<file path="src/rtl/multichannel_sample_to_pixel_addr_translator_pkg.sv">
// ---------------------------------------------------------------------------
// viz_pkg
// Shared definitions for the multichannel sample-to-pixel address translator:
//   - state_t        : translator FSM states
//   - FB_* constants : default framebuffer geometry
//   - clamp_row()    : clamp a computed row index into a lane
// Optional feature macro used by the files that import this package:
//   CLIP_DETECT_EN
// ---------------------------------------------------------------------------
package viz_pkg;

    typedef enum logic [2:0] {
        IDLE    = 3'd0,
        READ    = 3'd1,
        CAPTURE = 3'd2,
        SCALE   = 3'd3,
        ADDR    = 3'd4,
        EMIT    = 3'd5
    } state_t;

    localparam int FB_LANE_ROWS      = 288;
    localparam int FB_WORDS_PER_ROW  = 24;
    localparam int FB_ADDRESS_LENGTH = 14;

    // Clamp a row index into [0, rows-1].
    function automatic int clamp_row(input int r, input int rows);
        if (r < 0) begin
            return 0;
        end else if (r > rows - 1) begin
            return rows - 1;
        end else begin
            return r;
        end
    endfunction

endpackage

</file>
<file path="src/rtl/multichannel_sample_to_pixel_addr_translator_if.sv">
// ---------------------------------------------------------------------------
// multichannel_sample_to_pixel_addr_translator_if
// Pixel-address output channel from the translator to the framebuffer
// pixel-set writer.
//   word_address : framebuffer word address
//   bit_offset   : bit within the 32-bit word
//   channel      : channel index of the current output
//   clip_flag    : sample clamped / near full scale (only with CLIP_DETECT_EN)
//   out_valid    : payload valid
//   out_ready    : consumer can accept
// Handshake: a transfer happens on a rising clk edge where out_valid and
// out_ready are both high. Once out_valid is raised, it and every payload
// field stay stable until that transfer; out_valid never waits on out_ready.
// Modports: master = translator, slave = consumer.
// ---------------------------------------------------------------------------
interface multichannel_sample_to_pixel_addr_translator_if #(
    parameter int ADDRESS_LENGTH = 14,
    parameter int CH_W           = 1
);
    logic [ADDRESS_LENGTH-1:0] word_address;
    logic [4:0]                bit_offset;
    logic [CH_W-1:0]           channel;
    logic                      out_valid;
    logic                      out_ready;
`ifdef CLIP_DETECT_EN
    logic                      clip_flag;
`endif

    modport master (
`ifdef CLIP_DETECT_EN
        output clip_flag,
`endif
        output word_address,
        output bit_offset,
        output channel,
        output out_valid,
        input  out_ready
    );

    modport slave (
`ifdef CLIP_DETECT_EN
        input  clip_flag,
`endif
        input  word_address,
        input  bit_offset,
        input  channel,
        input  out_valid,
        output out_ready
    );
endinterface

</file>
<file path="src/rtl/multichannel_sample_to_pixel_addr_translator_sample_row_mapper.sv">
// ---------------------------------------------------------------------------
// sample_row_mapper
// Maps a signed sample to a row inside a channel lane.
//   row = LANE_ROWS/2 - ((s * LANE_ROWS/2) >>> (SAMPLE_BITS-1)), clamped.
// Ports:
//   clk, reset   : clock, async active-high reset
//   load         : capture sample_in / ch_in this cycle
//   sample_in    : signed sample (SAMPLE_BITS)
//   ch_in        : channel index travelling with the sample
//   row_out      : clamped row, valid two cycles after load
//   clipped_out  : row clamped or sample near full scale (CLIP_DETECT_EN only)
//   ch_out       : registered channel index
// Optional feature macro: CLIP_DETECT_EN
// ---------------------------------------------------------------------------
module sample_row_mapper
    import viz_pkg::*;
#(
    parameter int SAMPLE_BITS = 24,
    parameter int LANE_ROWS   = FB_LANE_ROWS,
    parameter int CH_W        = 1,
    parameter int ROW_W       = $clog2(LANE_ROWS)
) (
    input  logic                   clk,
    input  logic                   reset,
    input  logic                   load,
    input  logic [SAMPLE_BITS-1:0] sample_in,
    input  logic [CH_W-1:0]        ch_in,
    output logic [ROW_W-1:0]       row_out,
`ifdef CLIP_DETECT_EN
    output logic                   clipped_out,
`endif
    output logic [CH_W-1:0]        ch_out
);
    // Product width keeps the full signed precision of s * (LANE_ROWS/2).
    localparam int P_W = SAMPLE_BITS + 10;
    localparam logic signed [P_W-1:0] HALF_ROWS = P_W'(LANE_ROWS / 2);

    logic [SAMPLE_BITS-1:0] s_q, s_d;
    logic [CH_W-1:0]        ch_q, ch_d;
    logic [ROW_W-1:0]       row_q, row_d;
    logic signed [P_W-1:0]  s_ext;
    logic signed [P_W-1:0]  prod;
    logic signed [P_W-1:0]  row_full;
    int                     row_int;
    int                     row_clamped;

`ifdef CLIP_DETECT_EN
    // Within 1/8 of full scale counts as clipping.
    localparam int CLIP_THR = (1 << (SAMPLE_BITS - 1)) - (1 << (SAMPLE_BITS - 4));
    localparam logic signed [P_W-1:0] CLIP_POS = P_W'(CLIP_THR);
    localparam logic signed [P_W-1:0] CLIP_NEG = -CLIP_POS;
    logic clipped_q, clipped_d;
`endif

    always_comb begin
        s_d  = load ? sample_in : s_q;
        ch_d = load ? ch_in : ch_q;

        s_ext       = {{(P_W - SAMPLE_BITS){s_q[SAMPLE_BITS-1]}}, s_q};
        prod        = s_ext * HALF_ROWS;
        // Arithmetic shift floors toward -inf, so full-scale negative lands
        // one row past the lane and is caught by the clamp.
        row_full    = HALF_ROWS - (prod >>> (SAMPLE_BITS - 1));
        row_int     = int'(row_full);
        row_clamped = clamp_row(row_int, LANE_ROWS);
        row_d       = ROW_W'(row_clamped);
`ifdef CLIP_DETECT_EN
        clipped_d   = (row_clamped != row_int) || (s_ext >= CLIP_POS) || (s_ext <= CLIP_NEG);
`endif
    end

    always_ff @(posedge clk or posedge reset) begin
        if (reset) begin
            s_q       <= '0;
            ch_q      <= '0;
            row_q     <= '0;
`ifdef CLIP_DETECT_EN
            clipped_q <= 1'b0;
`endif
        end else begin
            s_q       <= s_d;
            ch_q      <= ch_d;
            row_q     <= row_d;
`ifdef CLIP_DETECT_EN
            clipped_q <= clipped_d;
`endif
        end
    end

    assign row_out = row_q;
    assign ch_out  = ch_q;
`ifdef CLIP_DETECT_EN
    assign clipped_out = clipped_q;
`endif

endmodule

</file>
<file path="src/rtl/multichannel_sample_to_pixel_addr_translator.sv">
// ---------------------------------------------------------------------------
// multichannel_sample_to_pixel_addr_translator
// Pops interleaved NUM_CH-channel frames from the audio sample FIFO and turns
// each sample into a one-bit-per-pixel framebuffer location inside that
// channel's lane. One column per frame; VSYNC resets the column at the end
// of the frame in progress.
// Ports:
//   clk, reset         : clock, async active-high reset
//   fifo_dout          : FIFO read data (valid the cycle after fifo_rd_en)
//   fifo_almost_empty  : low when a whole frame is available
//   vsync_pulse        : start-of-frame strobe
//   fifo_rd_en         : one-cycle FIFO pop
//   pix (master)       : word_address / bit_offset / channel / out_valid /
//                        out_ready (+ clip_flag with CLIP_DETECT_EN)
//   dbg_state          : current FSM state
// Optional feature macro: CLIP_DETECT_EN
// ---------------------------------------------------------------------------
module multichannel_sample_to_pixel_addr_translator
    import viz_pkg::*;
#(
    parameter int DATA_WIDTH     = 32,
    parameter int SAMPLE_BITS    = 24,
    parameter int ADDRESS_LENGTH = FB_ADDRESS_LENGTH,
    parameter int NUM_CH         = 2,
    parameter int LANE_ROWS      = FB_LANE_ROWS,
    parameter int WORDS_PER_ROW  = FB_WORDS_PER_ROW
) (
    input  logic                  clk,
    input  logic                  reset,
    input  logic [DATA_WIDTH-1:0] fifo_dout,
    input  logic                  fifo_almost_empty,
    input  logic                  vsync_pulse,
    output logic                  fifo_rd_en,
    multichannel_sample_to_pixel_addr_translator_if.master pix,
    output state_t                dbg_state
);
    localparam int CH_W    = (NUM_CH > 1) ? $clog2(NUM_CH) : 1;
    localparam int ROW_W   = $clog2(LANE_ROWS);
    localparam int COLUMNS = 32 * WORDS_PER_ROW;
    localparam int COL_W   = $clog2(COLUMNS);

    state_t                    state_q, state_d;
    logic [CH_W-1:0]           ch_q, ch_d;
    logic [COL_W-1:0]          col_q, col_d;
    logic                      vsync_pending_q, vsync_pending_d;
    logic                      out_valid_q, out_valid_d;
    logic [ADDRESS_LENGTH-1:0] word_address_q, word_address_d;
    logic [4:0]                bit_offset_q, bit_offset_d;
    logic [CH_W-1:0]           channel_q, channel_d;
    logic [ROW_W-1:0]          map_row;
    logic [CH_W-1:0]           map_ch;
    logic                      last_ch;
`ifdef CLIP_DETECT_EN
    logic                      clip_flag_q, clip_flag_d;
    logic                      map_clipped;
`endif

    assign last_ch = (ch_q == CH_W'(NUM_CH - 1));

    // Sample is loaded in CAPTURE, row is ready in ADDR.
    sample_row_mapper #(
        .SAMPLE_BITS (SAMPLE_BITS),
        .LANE_ROWS   (LANE_ROWS),
        .CH_W        (CH_W),
        .ROW_W       (ROW_W)
    ) u_mapper (
        .clk         (clk),
        .reset       (reset),
        .load        (state_q == CAPTURE),
        .sample_in   (fifo_dout[DATA_WIDTH-1 -: SAMPLE_BITS]),
        .ch_in       (ch_q),
        .row_out     (map_row),
`ifdef CLIP_DETECT_EN
        .clipped_out (map_clipped),
`endif
        .ch_out      (map_ch)
    );

    generate
        if (DATA_WIDTH > SAMPLE_BITS) begin : g_low_bits
            // Bits below the left-justified sample carry no information.
            logic unused_low_bits;
            assign unused_low_bits = ^fifo_dout[DATA_WIDTH-SAMPLE_BITS-1:0];
        end
    endgenerate

    // State register.
    always_ff @(posedge clk or posedge reset) begin
        if (reset) begin
            state_q <= IDLE;
        end else begin
            state_q <= state_d;
        end
    end

    // Next-state logic.
    always_comb begin
        state_d = state_q;
        case (state_q)
            IDLE:    if (!fifo_almost_empty) state_d = READ;
            READ:    state_d = CAPTURE;
            CAPTURE: state_d = SCALE;
            SCALE:   state_d = ADDR;
            ADDR:    state_d = EMIT;
            EMIT:    if (pix.out_ready) state_d = last_ch ? IDLE : READ;
            default: state_d = IDLE;
        endcase
    end

    // Output / datapath logic.
    always_comb begin
        fifo_rd_en      = (state_q == READ);
        ch_d            = ch_q;
        col_d           = col_q;
        // A pulse is remembered in any state until the next column advance.
        vsync_pending_d = vsync_pending_q | vsync_pulse;
        out_valid_d     = out_valid_q;
        word_address_d  = word_address_q;
        bit_offset_d    = bit_offset_q;
        channel_d       = channel_q;
`ifdef CLIP_DETECT_EN
        clip_flag_d     = clip_flag_q;
`endif
        case (state_q)
            IDLE: begin
                ch_d = '0;
            end
            ADDR: begin
                word_address_d = ADDRESS_LENGTH'((32'(map_ch) * 32'(LANE_ROWS) + 32'(map_row))
                                                 * 32'(WORDS_PER_ROW) + 32'(col_q >> 5));
                bit_offset_d   = col_q[4:0];
                channel_d      = map_ch;
                out_valid_d    = 1'b1;
`ifdef CLIP_DETECT_EN
                clip_flag_d    = map_clipped;
`endif
            end
            EMIT: begin
                if (pix.out_ready) begin
                    out_valid_d = 1'b0;
                    if (last_ch) begin
                        ch_d = '0;
                        // A pulse arriving on this very cycle is honoured here.
                        if (vsync_pending_q || vsync_pulse) begin
                            col_d           = '0;
                            vsync_pending_d = 1'b0;
                        end else begin
                            col_d = (col_q == COL_W'(COLUMNS - 1)) ? '0 : col_q + 1'b1;
                        end
                    end else begin
                        ch_d = ch_q + 1'b1;
                    end
                end
            end
            default: ;
        endcase
    end

    always_ff @(posedge clk or posedge reset) begin
        if (reset) begin
            ch_q            <= '0;
            col_q           <= '0;
            vsync_pending_q <= 1'b0;
            out_valid_q     <= 1'b0;
            word_address_q  <= '0;
            bit_offset_q    <= '0;
            channel_q       <= '0;
`ifdef CLIP_DETECT_EN
            clip_flag_q     <= 1'b0;
`endif
        end else begin
            ch_q            <= ch_d;
            col_q           <= col_d;
            vsync_pending_q <= vsync_pending_d;
            out_valid_q     <= out_valid_d;
            word_address_q  <= word_address_d;
            bit_offset_q    <= bit_offset_d;
            channel_q       <= channel_d;
`ifdef CLIP_DETECT_EN
            clip_flag_q     <= clip_flag_d;
`endif
        end
    end

    assign pix.word_address = word_address_q;
    assign pix.bit_offset   = bit_offset_q;
    assign pix.channel      = channel_q;
    assign pix.out_valid    = out_valid_q;
`ifdef CLIP_DETECT_EN
    assign pix.clip_flag    = clip_flag_q;
`endif
    assign dbg_state        = state_q;

endmodule

</file>
<file path="src/flat_wrapper.sv">
// flat-port wrapper written by rule: the top's interface ports become plain ports
module multichannel_sample_to_pixel_addr_translator_flat import viz_pkg::*;
#(
    parameter int DATA_WIDTH     = 32,
    parameter int SAMPLE_BITS    = 24,
    parameter int ADDRESS_LENGTH = FB_ADDRESS_LENGTH,
    parameter int NUM_CH         = 2,
    parameter int LANE_ROWS      = FB_LANE_ROWS,
    parameter int WORDS_PER_ROW  = FB_WORDS_PER_ROW
)
  (clk, reset, fifo_dout, fifo_almost_empty, vsync_pulse, fifo_rd_en, dbg_state, pix_word_address, pix_bit_offset, pix_channel, pix_out_valid, pix_out_ready);
  multichannel_sample_to_pixel_addr_translator_if #(.ADDRESS_LENGTH(ADDRESS_LENGTH), .CH_W(((NUM_CH > 1) ? $clog2(NUM_CH) : 1))) pix_i ();
  input  logic clk;
  input  logic reset;
  input  logic [DATA_WIDTH-1:0] fifo_dout;
  input  logic fifo_almost_empty;
  input  logic vsync_pulse;
  output logic fifo_rd_en;
  output state_t dbg_state;
  output wire logic [$bits(pix_i.word_address)-1:0] pix_word_address;
  output wire logic [$bits(pix_i.bit_offset)-1:0] pix_bit_offset;
  output wire logic [$bits(pix_i.channel)-1:0] pix_channel;
  output wire logic [$bits(pix_i.out_valid)-1:0] pix_out_valid;
  input wire logic [$bits(pix_i.out_ready)-1:0] pix_out_ready;
  assign pix_word_address = pix_i.word_address;
  assign pix_bit_offset = pix_i.bit_offset;
  assign pix_channel = pix_i.channel;
  assign pix_out_valid = pix_i.out_valid;
  assign pix_i.out_ready = pix_out_ready;
  multichannel_sample_to_pixel_addr_translator #(.DATA_WIDTH(DATA_WIDTH), .SAMPLE_BITS(SAMPLE_BITS), .ADDRESS_LENGTH(ADDRESS_LENGTH), .NUM_CH(NUM_CH), .LANE_ROWS(LANE_ROWS), .WORDS_PER_ROW(WORDS_PER_ROW)) u_core (.clk(clk), .reset(reset), .fifo_dout(fifo_dout), .fifo_almost_empty(fifo_almost_empty), .vsync_pulse(vsync_pulse), .fifo_rd_en(fifo_rd_en), .pix(pix_i), .dbg_state(dbg_state));
endmodule
</file>
<file path="config.mk">
export PLATFORM = sky130hd
export DESIGN_NAME = multichannel_sample_to_pixel_addr_translator_flat
export DESIGN_NICKNAME = d
export VERILOG_FILES = /design/src/rtl/multichannel_sample_to_pixel_addr_translator_pkg.sv /design/src/rtl/multichannel_sample_to_pixel_addr_translator_if.sv /design/src/rtl/multichannel_sample_to_pixel_addr_translator_sample_row_mapper.sv /design/src/rtl/multichannel_sample_to_pixel_addr_translator.sv /design/src/flat_wrapper.sv
export SDC_FILE = /design/constraint.sdc
export NUM_CORES = 1
export LEC_CHECK = 0
export ABC_AREA = 1
export CORE_ASPECT_RATIO = 0.5
export CORE_MARGIN = 8
export CORE_UTILIZATION = 35
export DETAILED_ROUTE_END_ITERATION = 10
export SLEW_MARGIN = 10
export SYNTH_ARGS = -nofsm -noshare
export SYNTH_HDL_FRONTEND = slang
export SYNTH_SLANG_ARGS = --single-unit
export TNS_END_PERCENT = 20
</file>
<file path="constraint.sdc">
create_clock -name clk -period 2.9 [get_ports clk]
set_clock_uncertainty 0.1 [all_clocks]
set_input_delay 0.29 -clock clk [delete_from_list [all_inputs] [get_ports clk]]
set_output_delay 0.29 -clock clk [all_outputs]
set_load 0.01 [all_outputs]
</file>
==> impl_metrics.toml, run 1 <==
[run_status]
outcome = "complete, but fails checks"
violations = "setup timing"

[layout]
final_cell_mix = "168 x nand2_1, 105 x inv_1, 86 x buf_4"
layout_commonest_cell = "nand2_1"
final_area_um2 = 8040
diodes = 0
fillers = 1427
syn_to_final_growth_pct = 49.3
layout-drive-gt1-share_pct = 35.4
nets = 970

[synth]
syn-num-nets = 822
synthTopCellsByArea = "dfrtp_1 33%, nand2_1 15%, ha_1 14%"
yosysUniqueCellTypes = 37
synth_top_family_by_area = "simple AND/OR/NAND/NOR gates"
synth_mux_area_share_pct = 5.02
synth_xor_area_share_pct = 2.60
ys_seq_area_share_pct = 32.5
synth-simple-area-share_pct = 28.4
yosysTopAreaCell = "dfrtp_1"
syn_area_um2 = 5380
synth_top_area_share_pct = 32.5
synth_compound_area_share_pct = 8.02
syn_area_per_cell_um2 = 7.44
synth-seq-cells = 70
synthAdderAreaFrac_pct = 14.7
yosys_warnings = 0
synthCells = 723

[die]
initial_utilization_pct = 35.4
fp.dieH_um = 104
die_x_um = 191
core-area_um2 = 15200
dieArea_um2 = 19800
row_count = 32
num_io_pins = 62

[drt]
drc_errors = 0
via_count = 4981
wl_um = 13900
first_pass_iters = 4
avgRoutedWirePerCell_um = 12.8
drt-vias-per-instance = 4.61
ant_nets = 0
detail_route.iter0.violations = 213

[timing]
setup_viol = 8
timing.final.crit_share_pct = 103
rsz0062_at_grt = "yes"
fin_crit_ps = 2990
slew_viol_final = 0
max-slew-margin-rel_pct = 40.4
worstMarginPinSlew_ps = 893
finalHoldViolCount = 0
finalWorstSetupSlack_ps = -92.0
fmax_ghz = 0.334

[clocking]
cts_tree = "built"
clockBufferDepth = 2
cts.sinks = 70
cts_buffers = 9
hold_buffers = 0
insertion_delay_ps = 350
cts_root_buffer = "clkbuf_16"
cts_max_level = 3
clk_pin_slew_worst_paths_ps = 70

[grt]
gr-total-overflow = 0
antenna_found_initial = 0
grt_pass1_vias = 4788
grt_usage_pct = 13.4
grt_max_degree = 47
grt_pass1_wl_um = 22300

[worst_setup_path]
path_common_cell = "nand2_2"
crit_required_ps = 3040
cp.buffers_inverters = 5
timing.rr.start = "u_core.u_mapper.s_q[11]"
crit_path_end_kind = "register"
rrSetupSlack_ps = -90
crit_type = "register to register"
crit_family = "simple AND/OR/NAND/NOR gates"
path_max_fanout = 7
cp_slowest_stage_delay_ps = 390
worst_ep_arrival_time_ps = 3130
reg2regPathDepth = 25
startpoint_type = "register"
path_depth = 25
crit_start = "u_core.u_mapper.s_q[11]"
worstSetupEndpoint = "u_core.u_mapper.row_out[3]"
timing.rr.end = "u_core.u_mapper.row_out[3]"
cpMaxStageDelayCell = "dfrtp_1"

[place]
port_buffers = 53
gp_congestion = 0.844
post-place-ws_ps = -256
dpl.hpwl_um = 9710
dpl_cell_area_um2 = 6680

[flow_run]
max_cap_violations = 0

[hold_path]
hp-class = "input port to asynchronous set/reset pin"
-- routing by layer --
layer / global-route usage, % / vias up / share of wire [%]
met1: 18.0 / 2312 / 47
met4: 3.50 / 0 / 0.97
met2: 21.8 / 47 / 49
li1: - / 2607 / -
met5: 0 / - / 0
met3: 2.64 / 15 / 2.9
-- worst reg2reg max path, delay by kind of cell (launching register included) --
kind          cells  cell delay [ps]
simple gates     17             1370
fa+ha+maj         3              670
flops             1              390
buf+inv           5              360
-- how the worst min path moves through the flow --
stage                                to  slack (ps)  cells after the start
2_1_floorplan    u_core.u_mapper.s_q[0]         340                      1
3_3_place_gp       u_core.pix.out_valid         360                      2
3_5_place_dp   u_core.pix.bit_offset[4]         360                      2
4_1_cts          u_core.u_mapper.s_q[0]         240                      2
5_1_grt          u_core.u_mapper.s_q[0]         270                      2
6_report         u_core.u_mapper.s_q[0]         230                      2
-- timing repair --
action	4_1_cts	5_1_grt
setup buffers	10	11
pin swaps	26	77
resized for setup	62	100
setup endpoints to repair	8	11
-- cell usage after synthesis --
cell type and instances:
nand2_4 5, and2_1 1, nor2_4 1, a21oi_1 33, a31oi_1 1, o21ai_1 2
o21bai_1 3, nor3_1 4, dfrtp_1 70, mux2_2 24, inv_2 3, nor2_1 50
nand3_4 1, o31ai_1 2, clkbuf_1 6, a31o_2 1, nand4_1 11, nor4_1 1
nand4_2 1, o221ai_1 1, xnor2_1 3, ha_1 60, nor2_2 8, nand2_1 210
inv_1 116, fa_1 2, o21ai_0 31, o21a_1 2, nand3_2 3, or2_2 1
xor2_1 13, nand2_2 10, a21boi_0 1, a21oi_2 1, nand3_1 38, nand3b_1 2
o2111ai_1 1
-- flip-flops by register name, summed over array words and instances, names as in the netlist --
name / count
u_core.u_mapper.row_out: 9
u_core.u_mapper.s_q: 24
u_core.pix.out_valid: 1
u_core.u_mapper.ch_out: 1
u_core.pix.channel: 1
u_core.col_q: 10
u_core.dbg_state: 3
u_core.pix.word_address: 14
u_core.pix.bit_offset: 5
u_core.vsync_pending_q: 1
u_core.ch_q: 1
-- area by class of cell --
class / count / area [µm²] / area share [%]
multi-input combinational: 528 / 3980 / 49.5
inverter: 119 / 447 / 5.56
clock inverter: 6 / 116 / 1.45
timing repair buffer: 143 / 1230 / 15.3
sequential: 70 / 1770 / 22.0
clock buffer: 10 / 239 / 2.97
tap: 204 / 255 / 3.18
-- per-stage QoR --
stage / instances / TNS (ps) / hold slack (ps) / util (%)
floorplan: 723 / 0 / 341 / -
global placement: 1043 / -1710 / 359 / 43.9
detailed placement: 1043 / -1910 / 362 / 43.9
CTS: 1069 / -638 / 245 / 50.0
global route: 1080 / -2070 / 275 / 52.8
finish: 1080 / -535 / 232 / 52.8
-- logic make-up (layout without fill, tap and decap cells) --
kind of cell | after synthesis | after routing
compound gates | 79 | 79
mux | 24 | 24
flops | 70 | 70
buf+inv | 125 | 278
simple gates | 347 | 347
fa+ha+maj | 62 | 62
xor+xnor | 16 | 16
Power of run 1 is not shown: default switching activity piles up to over one toggle a cycle in this logic, so the estimate is an artifact.
==> inputs of run 2 (changes only) <==
--- a/config.mk
+++ b/config.mk
@@ -10,6 +10,7 @@
 export CORE_MARGIN = 8
 export CORE_UTILIZATION = 35
 export DETAILED_ROUTE_END_ITERATION = 10
+export DONT_BUFFER_PORTS = 1
 export SLEW_MARGIN = 10
 export SYNTH_ARGS = -nofsm -noshare
 export SYNTH_HDL_FRONTEND = slang
==> run 2 against run 1 <==
  * Sequential share of layout area grew 1.4 points
  * Hold slack worse by 190 ps
  * Cell count fell by 2.4%
  * The flow still finishes with violations (setup timing)
  * Setup slack worse by 16 ps
  * Core utilization fell by 3.5 points
  * Via count shrank 3.0%
  * Cell area fell by 6.6%
  * Critical path type unchanged
==> impl_metrics.toml, run 2 (same netlist as run 1, synthesis figures left out) <==
[run_status]
outcome = "complete, but fails checks"
violations = "setup timing"

[worst_setup_path]
timing.rr.end = "u_core.u_mapper.row_out[4]"
timing.rr.start = "u_core.u_mapper.s_q[18]"
rrSetupSlack_ps = -110
worst_ep_arrival_time_ps = 3150
startpoint_type = "register"
reg2regPathDepth = 23
crit_path_end_kind = "register"
crit_required_ps = 3040
path_max_fanout = 7
crit_type = "register to register"

[hold_path]
min_to = "u_core.dbg_state[0]"
hold_path_startpoint = "pix_out_ready"
hp-class = "input port to register"
hold_path_depth = 3

[layout]
nets = 944
largest_reg_flops = 24
multi_input_area_um2 = 3800
final_cell_mix = "185 x nand2_1, 111 x inv_1, 90 x buf_4"
layout-drive-gt1-share_pct = 31.5
regMostFlops = "u_core.u_mapper.s_q"
syn_to_final_growth_pct = 39.4
diodes = 0
fillers = 1443
layout_commonest_cell = "nand2_1"
seq_area_um2 = 1760

[place]
gp_congestion = 0.874
port_buffers = 0
post-place-ws_ps = -277
dpl.hpwl_um = 9740

[timing]
rsz0062_at_grt = "yes"
finalWorstSetupSlack_ps = -107
fin_tns_setup_ps = -775
fmax_ghz = 0.333
fin_crit_ps = 3010
slew_viol_final = 0
max-slew-margin-rel_pct = 37.6
timing.final.crit_share_pct = 104
worstMarginPinSlew_ps = 934
setup_viol = 8
finalHoldViolCount = 0

[clocking]
clockBufferDepth = 2
cts.sinks = 70
cts_max_level = 3
cts_tree = "built"
cts_root_buffer = "clkbuf_16"
insertion_delay_ps = 340
clk_pin_slew_worst_paths_ps = 60
cts_buffers = 9

[drt]
detail_route.iter0.violations = 177
wl_um = 13300
ant_nets = 0
first_pass_iters = 5
avgRoutedWirePerCell_um = 12.6
drt-vias-per-instance = 4.58
drc_errors = 0
via_count = 4830

[flow_run]
max_cap_violations = 0

[die]
row_count = 32
die_x_um = 191
dieArea_um2 = 19800
num_io_pins = 62
fp.dieH_um = 104
initial_utilization_pct = 35.4
core-area_um2 = 15200

[grt]
grt_pass1_wl_um = 22300
grt_max_degree = 34
grt_pass1_vias = 4768
grt_usage_pct = 13.5
gr-total-overflow = 0
antenna_found_initial = 0
run 2: cell count changes in the layout (fill, tap and decap cells not counted), moves of 4 or more:
cell,previous run,this run
nand2_4,11,7
dfrtp_1,57,64
nand2_2,46,33
nand2_1,168,185
nand3_1,26,31
buf_4,86,90
inv_2,14,7
inv_1,105,111
nor2_4,7,3
nand3_2,14,10
dfrtp_2,13,6
clkdlybuf4s50_1,53,0
dlygate4sd3_1,0,25
run 2: worst max-delay path by stage:
stage	to	start
final	u_core.u_mapper.row_out[4]	u_core.u_mapper.s_q[18]
after CTS	u_core.u_mapper.row_out[6]	u_core.u_mapper.s_q[5]
after detailed placement	u_core.u_mapper.row_out[0]	u_core.u_mapper.s_q[11]
after global placement	u_core.u_mapper.row_out[2]	u_core.u_mapper.s_q[15]
after global routing	u_core.u_mapper.row_out[1]	u_core.u_mapper.s_q[8]
after floorplan	u_core.u_mapper.row_out[7]	u_core.u_mapper.s_q[16]
run 2: stage by stage:
step / std cells / cell area [µm²] / util, % / hold slack, ps
after floorplan: 723 / 5390 / - / 341
after global placement: 996 / 6180 / 40.6 / 104
after detailed placement: 996 / 6180 / 40.6 / 109
after CTS: 1047 / 7230 / 47.5 / 30.8
after global routing: 1054 / 7500 / 49.3 / 34.2
final: 1054 / 7500 / 49.3 / 43.7
run 2: layout make-up:
type / count / share of cell area (%)
Multi-Input combinational cell: 528 / 50.7
Clock inverter: 7 / 0.817
Timing Repair Buffer: 117 / 12.6
Tap cell: 204 / 3.40
Sequential cell: 70 / 23.4
Inverter: 119 / 5.99
Clock buffer: 9 / 3.00
run 2: repair_timing:
item                       4_1_cts  5_1_grt
hold endpoints to repair        43        0
setup endpoints to repair        9       11
pin swaps                       17       38
buffers inserted                10        7
gates resized for setup         57       50
hold buffers                    25        0
run 2: worst max-delay path: stages (launching register included):
cell     delay [ps]
dfrtp_1         370
buf_4           140
ha_4            270
ha_4            210
nand2_1          70
nand2_1         100
a21oi_2         150
o21a_1          200
nand2_2          70
nand2_2          80
nand2_4          80
inv_4            70
ha_4            160
nand3_2         100
inv_2            60
nand3_2          60
nand3_1          90
nor2_1           50
nor2_2          100
nand3_2          80
nand2_4         120
nand3_1          80
nand2_1          60
inv_1            30
run 2: metal layers:
metal  track usage (%)  share of wire, %
met1              17.3                47
met2              22.1                47
met3              3.35               3.6
met4              3.83               1.6
met5                 0                 0
Power of run 2 is left out for the same reason.
==> inputs of run 3 (changes only) <==
--- a/config.mk
+++ b/config.mk
@@ -5,9 +5,7 @@
 export SDC_FILE = /design/constraint.sdc
 export NUM_CORES = 1
 export LEC_CHECK = 0
-export ABC_AREA = 1
 export CORE_ASPECT_RATIO = 0.5
-export CORE_MARGIN = 8
 export CORE_UTILIZATION = 35
 export DETAILED_ROUTE_END_ITERATION = 10
 export DONT_BUFFER_PORTS = 1
==> run 3 against run 2 <==
  * The run still ends with setup timing left
  * Synthesized area down 12%
  * Setup slack got worse by 540 ps
  * Synthesized cell count decreased by 37%
  * Non-clock buffer count down 10
  * Count of clock-buffer cells in the layout is the same
  * Register-to-register slack got worse by 540 ps
  * Hold slack worse by 31 ps
  * First-iteration DRC count fell by 35%
  * Via count decreased by 24%
==> impl_metrics.toml, run 3 <==
[drt]
avgRoutedWirePerCell_um = 13.8
ant_nets = 0
drt-vias-per-instance = 4.97
drc_errors = 0
detail_route.iter0.violations = 115
first_pass_iters = 4
via_count = 3684
wl_um = 10200

[die]
row_count = 29
dieArea_um2 = 14100
initial_utilization_pct = 36.7
fp.dieH_um = 84.4
die_x_um = 167
core-area_um2 = 13000
num_io_pins = 62

[synth]
synthTopCellsByArea = "dfrtp_1 37%, ha_1 16%, mux2_2 8.8%"
ys_seq_area_share_pct = 36.9
yosysTopAreaCell = "dfrtp_1"
yosys_warnings = 0
synth_edf_count = 0
yosysMostFrequentCell = "dfrtp_1"
synthFlopType = "dfrtp_1"
synth-seq-cells = 70
ys_async_sr_fraction_pct = 100
syn_area_um2 = 4750
syn-num-nets = 557
yosysUniqueCellTypes = 64
synth_common_cells = "70 x dfrtp_1, 60 x ha_1, 37 x mux2_2"
synth_top_area_share_pct = 36.9
synthCells = 458
syn_area_per_cell_um2 = 10.4

[grt]
gr-total-overflow = 0
grt_max_degree = 47
grt_usage_pct = 15.4
grt_pass1_wl_um = 17600
grt_pass1_vias = 3708
antenna_found_initial = 0

[timing]
fmax_ghz = 0.282
max-slew-margin-rel_pct = 60.2
setup_viol = 9
worstMarginPinSlew_ps = 592
fin_crit_ps = 3550
finalWorstSetupSlack_ps = -649
rsz0062_at_grt = "yes"
timing.final.crit_share_pct = 122
slew_viol_final = 0
finalHoldViolCount = 0

[clocking]
insertion_delay_ps = 340
cts.sinks = 70
cts_buffers = 9
cts_root_buffer = "clkbuf_16"
clk_pin_slew_worst_paths_ps = 60
cts_max_level = 3
clockBufferDepth = 2
cts_tree = "built"

[place]
port_buffers = 0
gp_congestion = 0.774
post-place-ws_ps = -697
dpl.hpwl_um = 7530
dpl_cell_area_um2 = 5570

[layout]
nets = 665
diodes = 0
final_area_um2 = 6540
layout_commonest_cell = "buf_4"
seq_area_um2 = 1750
syn_to_final_growth_pct = 37.7
layout-drive-gt1-share_pct = 36.6
final_cell_mix = "83 x buf_4, 69 x dfrtp_1, 41 x ha_1"
fillers = 1178
regMostFlops = "u_core.u_mapper.s_q"
largest_reg_flops = 24
multi_input_area_um2 = 3330

[worst_setup_path]
crit_family = "compound AO/OA/AOI/OAI gates"
path_common_cell = "buf_4"
cp.buffers_inverters = 3
path_max_fanout = 6
cp_slowest_stage_delay_ps = 410
cpMaxStageDelayCell = "dfrtp_1"
crit_type = "register to register"
crit_path_end_kind = "register"
worst_ep_arrival_time_ps = 3670
crit_required_ps = 3020
worstPathCellList = "ha_1, ha_4, nand4_1, buf_4, nor4_2, o21ai_2, a311oi_4, nor3_2, xor2_1, buf_4, buf_4, a41oi_2, o22ai_1, mux2_4, and3_4"
startpoint_type = "register"

[run_status]
violations = "setup timing"
outcome = "complete, but fails checks"

[hold_path]
hp-class = "input port to register"

[flow_run]
max_cap_violations = 0
run 3: changes by cell type after synthesis, moves of 8 or more:
cell	previous run	this run
a21o_1	0	10
inv_1	116	14
mux2_2	24	37
nand2_1	210	31
nand2_2	10	0
nand3_1	38	17
nor2_1	50	28
nor2_2	8	0
nor3_1	4	14
o21ai_0	31	14
xnor2_1	3	14
run 3: cell families (layout without fill, tap and decap cells):
kind of cell    count (synthesis)  after routing  share of synthesized area [%]
simple gates                  122            122                           12.8
compound gates                101            101                           14.7
flops                          70             70                           36.9
fa+ha+maj                      63             63                           16.9
mux                            41             41                           9.71
xor+xnor                       36             36                           7.11
buf+inv                        25            138                           2.00
run 3: timing repair:
action / 4_1_cts / 5_1_grt
gates cloned: 0 / 0
hold endpoints to repair: 45 / 0
endpoints found under the setup margin: 10 / 12
resized for setup: 26 / 23
pin swaps: 24 / 15
setup buffers: 7 / 4
hold buffers: 22 / 0
run 3: layer usage:
| layer | GRT usage (%) | part of all wire (%) | wire, µm |
|---|---|---|---|
| met3 | 4.01 | 3.7 | 383 |
| met1 | 20.6 | 50 | 5090 |
| met5 | 0 | 0 | 0 |
| met4 | 4.46 | 1.5 | 155 |
| met2 | 24.4 | 45 | 4600 |
run 3: per-stage QoR:
| stage | hold WS [ps] | util, % | std cells | setup TNS (ps) |
|---|---|---|---|---|
| 6_report | 12.6 | 50.5 | 741 | -4900 |
| 5_1_grt | 0.562 | 50.5 | 741 | -6630 |
| 4_1_cts | 2.84 | 48.8 | 737 | -4690 |
| 3_5_place_dp | 158 | 43.0 | 692 | -5230 |
| 3_3_place_gp | 155 | 43.0 | 692 | -5040 |
| 2_1_floorplan | 335 | - | 458 | -4080 |
run 3: cell type report:
class | instances | share of cell area, %
inverters | 15 | 0.860
well taps | 170 | 3.25
flip-flops and latches | 70 | 26.8
clock buffers | 9 | 3.44
clock inverters | 7 | 1.47
multi-input cells | 363 | 50.8
repair buffers | 107 | 13.4
run 3: path summary, 6_finish.rpt:
check	slack [ps]	depth (start not counted)	endpoint	startpoint
worst max-delay path	-650	15	u_core.u_mapper.row_out[5]	u_core.u_mapper.s_q[10]
worst min-delay path	10	1	u_core.u_mapper.s_q[4]	fifo_dout[12]
worst max register to register	-650	15	u_core.u_mapper.row_out[5]	u_core.u_mapper.s_q[10]
worst min register to register	410	1	u_core.u_mapper.s_q[2]	u_core.u_mapper.s_q[2]
max in group asynchronous	1690	3	u_core.u_mapper.row_out[6]	reset
min in group asynchronous	370	2	u_core.dbg_state[1]	reset
Power of run 3 is left out for the same reason.
